File: src/rtl/u_seq_pkg.sv
// Shared constants for the microprogram sequencer: sequencing op codes and FSM state encoding.
// Optional subroutine support is selected with U_SEQ_SUBROUTINE_EN.
package u_seq_pkg;

    typedef logic [2:0] seq_op_t;

    localparam seq_op_t OP_CONT = 3'b000;
    localparam seq_op_t OP_JUMP = 3'b001;
    localparam seq_op_t OP_BRC  = 3'b010;
    localparam seq_op_t OP_WAIT = 3'b011;
    localparam seq_op_t OP_CALL = 3'b100;
    localparam seq_op_t OP_RET  = 3'b101;
    localparam seq_op_t OP_HALT = 3'b110;

    typedef enum logic [1:0] {
        ST_IDLE = 2'd0,
        ST_RUN  = 2'd1,
        ST_DONE = 2'd2
    } seq_state_e;

endpackage

File: src/rtl/u_seq_next_addr.sv
// Combinational next-uPC selection for the sequencer, plus the HALT flag.
// With U_SEQ_SUBROUTINE_EN undefined, CALL acts as JUMP and RET as CONT.
module u_seq_next_addr
    import u_seq_pkg::*;
#(
    parameter int ADDR_W = 4
) (
    input  logic [ADDR_W-1:0] upc,
    input  seq_op_t           op,
    input  logic              ct,
    input  logic [ADDR_W-1:0] br_addr,
    input  logic [ADDR_W-1:0] ret_addr,
    output logic [ADDR_W-1:0] next_addr,
    output logic              halt
);

    logic [ADDR_W-1:0] upc_inc;

`ifndef U_SEQ_SUBROUTINE_EN
    logic unused_ret;
    assign unused_ret = ^ret_addr;
`endif

    always_comb begin
        upc_inc   = upc + ADDR_W'(1);
        next_addr = upc_inc;
        halt      = 1'b0;
        case (op)
            OP_JUMP: next_addr = br_addr;
            OP_BRC:  next_addr = ct ? br_addr : upc_inc;
            OP_WAIT: next_addr = ct ? upc_inc : upc;
            OP_CALL: next_addr = br_addr;
`ifdef U_SEQ_SUBROUTINE_EN
            OP_RET:  next_addr = ret_addr;
`else
            OP_RET:  next_addr = upc_inc;
`endif
            OP_HALT: begin
                next_addr = '0;
                halt      = 1'b1;
            end
            default: next_addr = upc_inc;
        endcase
    end

endmodule

File: src/rtl/u_sequencer.sv
// Microprogram sequencer: uPC, return register and START/DONE/ACK handshake FSM.
// Define U_SEQ_SUBROUTINE_EN to build the one-entry return register for CALL/RET.
//
// state   | meaning
// IDLE    | uPC parked at 0, waiting for START
// RUN     | executing the ROM word at ADDR each cycle
// DONE    | HALT reached, DONE held until ACK
module u_sequencer
    import u_seq_pkg::*;
#(
    parameter int ADDR_W = 4,
    parameter int NCOND  = 4
) (
    input  logic                     CLK,
    input  logic                     RESET_N,
    input  logic                     START,
    input  logic                     ACK,
    input  logic [NCOND-1:0]         COND,
    input  logic [2:0]               SEQ_OP,
    input  logic [$clog2(NCOND)-1:0] COND_SEL,
    input  logic                     COND_POL,
    input  logic [ADDR_W-1:0]        BR_ADDR,
    output logic [ADDR_W-1:0]        ADDR,
    output logic                     RUN,
    output logic                     DONE
);

    seq_state_e        state;
    logic [ADDR_W-1:0] upc;
    logic [ADDR_W-1:0] ret_addr;
    logic [ADDR_W-1:0] next_addr;
    logic              halt;
    logic              ct;
    logic              run_q;
    logic              done_q;

    assign ct = (COND[COND_SEL] == COND_POL);

    u_seq_next_addr #(
        .ADDR_W (ADDR_W)
    ) u_next (
        .upc       (upc),
        .op        (SEQ_OP),
        .ct        (ct),
        .br_addr   (BR_ADDR),
        .ret_addr  (ret_addr),
        .next_addr (next_addr),
        .halt      (halt)
    );

`ifdef U_SEQ_SUBROUTINE_EN
    // Single entry: a nested CALL simply overwrites the saved return address.
    always_ff @(posedge CLK or negedge RESET_N) begin
        if (!RESET_N) begin
            ret_addr <= '0;
        end else if (state == ST_RUN && SEQ_OP == OP_CALL) begin
            ret_addr <= upc + ADDR_W'(1);
        end
    end
`else
    assign ret_addr = '0;
`endif

    always_ff @(posedge CLK or negedge RESET_N) begin
        if (!RESET_N) begin
            state  <= ST_IDLE;
            upc    <= '0;
            run_q  <= 1'b0;
            done_q <= 1'b0;
        end else begin
            case (state)
                ST_IDLE: begin
                    if (START) begin
                        state <= ST_RUN;
                        upc   <= '0;
                        run_q <= 1'b1;
                    end
                end
                ST_RUN: begin
                    if (halt) begin
                        state  <= ST_DONE;
                        upc    <= '0;
                        run_q  <= 1'b0;
                        done_q <= 1'b1;
                    end else begin
                        upc <= next_addr;
                    end
                end
                ST_DONE: begin
                    // ACK wins over START here; a new run needs a fresh START from IDLE.
                    if (ACK) begin
                        state  <= ST_IDLE;
                        done_q <= 1'b0;
                    end
                end
                default: begin
                    state  <= ST_IDLE;
                    upc    <= '0;
                    run_q  <= 1'b0;
                    done_q <= 1'b0;
                end
            endcase
        end
    end

    assign ADDR = upc;
    assign RUN  = run_q;
    assign DONE = done_q;

endmodule

File: config.mk
export PLATFORM = sky130hd
export DESIGN_NAME = u_sequencer
export DESIGN_NICKNAME = d
export VERILOG_FILES = /design/src/rtl/u_seq_pkg.sv /design/src/rtl/u_seq_next_addr.sv /design/src/rtl/u_sequencer.sv
export SDC_FILE = /design/constraint.sdc
export NUM_CORES = 1
export LEC_CHECK = 0
export ABC_CLOCK_PERIOD_IN_PS = 2560
export BUFFER_PORTS_ARGS = -buffer_cell sky130_fd_sc_hd__buf_2
export CORE_AREA = 2 2 39 41
export DETAILED_ROUTE_END_ITERATION = 10
export DIE_AREA = 0 0 41 43
export PLACE_DENSITY = 0.71
export SLEW_MARGIN = 20
export SYNTH_ARGS = -nofsm -noshare
export SYNTH_HDL_FRONTEND = slang
export SYNTH_SLANG_ARGS = --single-unit
File: constraint.sdc
create_clock -name CLK -period 2.56 [get_ports CLK]
set_input_delay 0.384 -clock CLK [delete_from_list [all_inputs] [get_ports CLK]]
set_output_delay 0.384 -clock CLK [all_outputs]
set_load 0.05 [all_outputs]
==> impl_metrics.ini, run 1 <==
[worst_setup_path]
crit_fanout = 7
r2r_start = state[1]$_DFFE_PN0P_
ff2ff_path_depth = 5
slowest_delay_ns = 0.49
critical-path-top-delay-family = multiplexers
crit_buf_inv = 1
crit_end = ADDR[3]$_DFFE_PN0P_
cp_data_arrival_time_ns = 1.89
required_ns = 2.69
cp-end-kind = register
startpoint = COND_SEL[0]
r2r_end = ADDR[3]$_DFFE_PN0P_
cp.depth = 6
startpoint_type = primary input
path_class = in2reg
slowest_stage = mux4_2
reg2reg_setup_slack_ns = 1.13
path_cells = buf_2 -> mux4_2 -> xor2_1 -> o32a_1 -> mux2i_1 -> o22ai_1

[route]
wire_per_inst_um = 11.1
drc = 0
first_pass_iters = 4
drt_iter0_drc = 10
via_count = 507
detail-route-antenna-nets = 0
viasPerCell = 5.07
totalWireLength_um = 1110

[layout]
drive_gt1_share_pct = 34.5
diodes = 0
final_util_pct = 49.3
final_cell_mix = buf_2, dfrtp_1, nand2_1, inv_1, nor2_1
synthToLayoutAreaGrowth_pct = 28.8
final_nets = 105
final_common_cell = buf_2

[timing]
hold_viol = 0
finalCritPeriodShare_pct = 68.7
setup_violations = 0
holdWs_ns = 0.399
slew_violations = 0
finalSetupTns_ns = 0
rsz0062_at_grt = no
fmax_ghz = 0.569
relSlewSlack_pct = 74.9
worstMarginPinSlew_ns = 0.376
fin_worst_skew_ns = 0.00580
finalCriticalPeriod_ns = 1.76

[clocking]
cts_buffers = 3
clockBufferDepth = 2
clk_latency_ns = 0.25
cts_sinks = 8
cts_root_buffer = clkbuf_4
htree_levels = 1
cts_tree = yes
clk_pin_slew_ns = 0.06

[global_route]
grt_pass1_wl_um = 1800
grt_start_max_net_pins = 10
grt_use_total_pct = 15.3
grt.overflow.total = 0
antenna_found_initial = 0
grt_pass1_vias = 444

[synthesis]
syn_nets = 78
syn_area_um2 = 529
yosysTopAreaCellShare_pct = 37.8
ys_seq_elements = 8
synthTopCellsByArea = dfrtp_1, mux2i_1, nand2_1, nand2b_1, inv_1
synth.avg_cell_area_um2 = 8.97
synth_cells = 59
synth_area_leader_cell = dfrtp_1
yosys_warnings = 0
ys_types = 26
seq_area_frac_synth_pct = 37.8

[floorplanning]
start_util_pct = 38.2
die_y_um = 43
placement_rows = 14
core_region_area_mm2 = 0.00138
num_io_pins = 24
die-area_mm2 = 0.00176
die_w_um = 41

[power]
switching_power_mw = 0.282
p_clk_share_pct = 16.5
irDropWorstVdd_uv = 290
p_sw_share_pct = 47.5
powerDensity_mw_per_mm2 = 869
internal_power_mw = 0.311
p_leak_nw = 0.345
p_total_mw = 0.593
power_frac_seq_pct = 33.9
p_comb_share_pct = 49.6

[flow_run]
maxCapViolations = 0

[place]
io_buffers = 23
gp_congestion = 0.680
hpwlAfterDp_um = 865

[status]
outcome = finished clean

[worst_hold_path]
hold_path.class = in2reg
[synth_stat cells]
cell type / number
o21ai_0: 3
mux4_2: 1
nand3_1: 1
inv_1: 6
o22a_2: 1
clkbuf_1: 1
buf_6: 1
nor3_1: 2
nand2b_1: 4
a31oi_1: 1
ha_1: 1
xnor2_1: 1
nand4bb_1: 1
nor2b_1: 1
a211oi_1: 1
mux2i_1: 3
o32a_1: 1
nor2_1: 5
a21oi_1: 3
nand2_1: 7
o22ai_1: 2
xor2_1: 1
o21ai_1: 1
o311ai_2: 1
dfrtp_1: 8
o2bb2ai_1: 1
[routing by layer]
layer / share of wire [%] / global-route usage [%]
met2: 43 / 20.0
met5: 0 / 0
met3: 7.9 / 5.24
met4: 2.0 / 10.0
met1: 47 / 20.4
[flip-flops by register name, indices dropped and copies added, names as in the netlist]
name	cells
ADDR	4
DONE	1
RUN	1
state	2
[tightest hold or removal path, delay by kind of cell]
| kind | cells | cell delay [ns] |
|---|---|---|
| AOI/OAI and AO/OA | 1 | 0.07 |
| and+or+nand+nor | 2 | 0.09 |
| buffers and inverters | 1 | 0.07 |
[power by group through the flow]
stage               registers, mW  clock network, mW  logic [mW]
floorplan                   0.314                  0       0.114
finish                      0.201             0.0975       0.294
detailed placement          0.203                  0       0.295
global route                0.207              0.110       0.321
global placement            0.201                  0       0.290
CTS                         0.201             0.0992       0.297
[through the flow]
step | worst slack [ns] | cell area [um^2] | instances
6_report | 0.801 | 682 | 100
5_1_grt | 0.721 | 682 | 100
4_1_cts | 0.810 | 682 | 100
3_5_place_dp | 0.548 | 649 | 96
3_3_place_gp | 0.600 | 649 | 96
2_1_floorplan | 0.753 | 529 | 59
[how the worst min path moves through the flow]
stage	endpoint	cells past startpoint	start
global route	ADDR[0]$_DFFE_PN0P_	3	BR_ADDR[0]
CTS	ADDR[1]$_DFFE_PN0P_	3	BR_ADDR[1]
detailed placement	state[0]$_DFFE_PN0P_	1	RESET_N
global placement	state[1]$_DFFE_PN0P_	1	RESET_N
floorplan	ADDR[0]$_DFFE_PN0P_	0	RESET_N
finish	state[1]$_DFFE_PN0P_	4	ACK
[cell type report]
type | count | area (um^2)
fillers | 143 | 702
flip-flops and latches | 8 | 200
repair buffers | 24 | 125
inverters | 6 | 22.5
clock buffers | 3 | 22.5
multi-input cells | 43 | 292
well taps | 16 | 20.0
[what timing repair did]
item / 4_1_cts / 5_1_grt
setup buffers: 0 / 0
hold endpoints to repair: 8 / 0
endpoints found under the setup margin: 0 / 0
hold buffers: 1 / 0
gates resized for setup: 0 / 0
[kinds of logic after synthesis]
| family | share of synthesized area, % |
|---|---|
| AO/OA/AOI/OAI | 20.1 |
| AND/OR/NAND/NOR | 19.4 |
| buffers and inverters | 7.09 |
| multiplexers | 9.93 |
| adder cells (fa/ha/maj) | 2.36 |
| flip-flops | 37.8 |
| XOR/XNOR | 3.31 |
Note: power is estimated with default switching activity, not from simulation.
==> run 2: changes to the inputs <==
--- a/config.mk
+++ b/config.mk
@@ -5,12 +5,12 @@
 export SDC_FILE = /design/constraint.sdc
 export NUM_CORES = 1
 export LEC_CHECK = 0
-export ABC_CLOCK_PERIOD_IN_PS = 2560
+export ABC_CLOCK_PERIOD_IN_PS = 1550
 export BUFFER_PORTS_ARGS = -buffer_cell sky130_fd_sc_hd__buf_2
-export CORE_AREA = 2 2 39 41
+export CORE_MARGIN = 2
+export CORE_UTILIZATION = 39
 export DETAILED_ROUTE_END_ITERATION = 10
-export DIE_AREA = 0 0 41 43
-export PLACE_DENSITY = 0.71
+export PLACE_DENSITY = 0.73
 export SLEW_MARGIN = 20
 export SYNTH_ARGS = -nofsm -noshare
 export SYNTH_HDL_FRONTEND = slang
==> constraint.sdc (replaced) <==
create_clock -name CLK -period 1.55 [get_ports CLK]
set_input_delay 0.2325 -clock CLK [delete_from_list [all_inputs] [get_ports CLK]]
set_output_delay 0.2325 -clock CLK [all_outputs]
set_load 0.05 [all_outputs]
==> run 2 against run 1 <==
  * Global-route usage is 2.6 points higher
  * Clock skew is 0.0019 ns lower
  * Non-clock buffer count is 4 higher
  * Die area is 5.4% lower
  * Critical path depth stayed put
  * Sequential power is 65% higher
  * Via count is 8.7% higher
  * Worst setup slack worse by 0.75 ns
  * Routed wire length is 21% higher
  * Sequential cell count stayed put
  * Worst hold slack worse by 0.15 ns
  * Critical path type unchanged
  * Highest routed layer unchanged
==> impl_metrics.ini, run 2 (synthesis gave the netlist of run 1 again) <==
[route]
via_count = 551
drt_iter0_drc = 21
viasPerCell = 5.35
detail-route-antenna-nets = 0
drc = 0
first_pass_iters = 4
totalWireLength_um = 1340
wire_per_inst_um = 13.0

[worst_setup_path]
slowest_stage = mux4_2
startpoint_type = primary input
crit_buf_inv = 2
critical-path-top-delay-family = compound AO/OA/AOI/OAI gates
slowest_delay_ns = 0.49
cp_data_arrival_time_ns = 1.66
path_class = in2reg
required_ns = 1.71
crit_fanout = 7
cp-end-kind = register
path_cells = buf_2 -> mux4_2 -> xor2_1 -> o22a_2 -> buf_4 -> o311ai_2

[place]
gp_congestion = 0.755
hpwlAfterDp_um = 914
placedCellCount = 97
io_buffers = 23

[clocking]
cts_root_buffer = clkbuf_4
cts_tree = yes
htree_levels = 1
clk_latency_ns = 0.26
cts_sinks = 8
clk_pin_slew_ns = 0.06
clockBufferDepth = 2
cts_buffers = 3

[worst_hold_path]
hold_path.class = in2reg

[floorplanning]
die_y_um = 40.8
die_w_um = 40.8
start_util_pct = 41.2
die-area_mm2 = 0.00167
placement_rows = 13
core_region_area_mm2 = 0.00128
num_io_pins = 24

[timing]
finalCritPeriodShare_pct = 96.7
setup_violations = 0
fin_worst_skew_ns = 0.00394
slew_violations = 0
fmax_ghz = 0.667
finalSetupTns_ns = 0
hold_viol = 0
finalCriticalPeriod_ns = 1.50
relSlewSlack_pct = 73.1
worstMarginPinSlew_ns = 0.402

[power]
irDropWorstVdd_uv = 445
p_leak_nw = 0.372
powerDensity_mw_per_mm2 = 1420

[global_route]
grt_pass1_wl_um = 1910
antenna_found_initial = 0
grt_start_max_net_pins = 9
grt_use_total_pct = 17.9
grt.overflow.total = 0
grt_pass1_vias = 477

[layout]
final-seq-area_um2 = 200
final_cell_mix = buf_2, dfrtp_1, nand2_1, inv_1, nor2_1
synthToLayoutAreaGrowth_pct = 38.1
final_common_cell = buf_2
fin_cells = 103
final_nets = 109
drive_gt1_share_pct = 39.8
largest_register_ffs = 4
multiInputGateArea_um2 = 312
fillCellCount = 113
diodes = 0

[flow_run]
maxCapViolations = 0

[status]
outcome = finished clean
run 2: cell types whose count changed in the layout (fill, tap and decap cells not counted):
cell / delta
nand2b_1: -1
buf_4: +4
o32a_4: +1
o32a_1: -1
nand2b_4: +1
run 2: final cells by class:
cell class,instances,area share (%)
Multi-Input combinational cell,43,42.6
Timing Repair Buffer,28,21.2
Sequential cell,8,27.4
Tap cell,15,2.57
Inverter,6,3.08
Clock buffer,3,3.08
run 2: report_power, final:
group | leakage, nW | switching [mW] | total [mW] | internal [mW]
sequential | 0.0980 | 0.0599 | 0.331 | 0.271
combinational | 0.260 | 0.359 | 0.538 | 0.179
clock | 0.0138 | 0.0801 | 0.169 | 0.0893
run 2: timing repair:
action / 4_1_cts / 5_1_grt
hold endpoints to repair: 8 / 0
hold buffers: 1 / 0
resized for setup: 1 / 2
setup endpoints to repair: 2 / 3
pin swaps: 0 / 1
setup buffers: 0 / 2
run 2: final timing paths:
check                                        to  slack, ns  cells after the start                  from
setup / recovery            ADDR[0]$_DFFE_PN0P_       0.05                      6           COND_SEL[0]
hold / removal                 DONE$_DFFE_PN0P_       0.25                      4                   ACK
setup reg to reg            ADDR[0]$_DFFE_PN0P_       0.08                      5  state[1]$_DFFE_PN0P_
hold reg to reg                DONE$_DFFE_PN0P_       0.52                      2      DONE$_DFFE_PN0P_
max in group asynchronous   ADDR[0]$_DFFE_PN0P_       1.03                      2               RESET_N
min in group asynchronous  state[1]$_DFFE_PN0P_       0.34                      2               RESET_N
run 2: routing by layer:
layer	part of all wire (%)	global-route usage [%]	vias to the layer above
met4	1.0	11.7	0
met1	42	20.7	255
met5	0	0	-
met2	52	28.5	22
li1	-	-	270
met3	4.7	4.89	4
run 2: worst min-delay path, stage by stage:
cell,delay [ns]
buf_2,0.07
nor2_1,0.04
nand2_1,0.05
o21ai_0,0.07
run 2: stage by stage:
| stage | area, um^2 | utilization [%] | worst slack, ns | power (mW) | hold slack, ns |
|---|---|---|---|---|---|
| after floorplan | 529 | - | -0.106 | 0.705 | -0.0631 |
| after global placement | 663 | 51.6 | -0.261 | 0.819 | 0.0871 |
| after detailed placement | 663 | 51.6 | -0.291 | 0.834 | 0.0885 |
| after CTS | 697 | 54.2 | 0.0133 | 1.01 | 0.252 |
| after global routing | 731 | 56.9 | -0.00381 | 1.11 | 0.269 |
| final | 731 | 56.9 | 0.0516 | 1.04 | 0.251 |
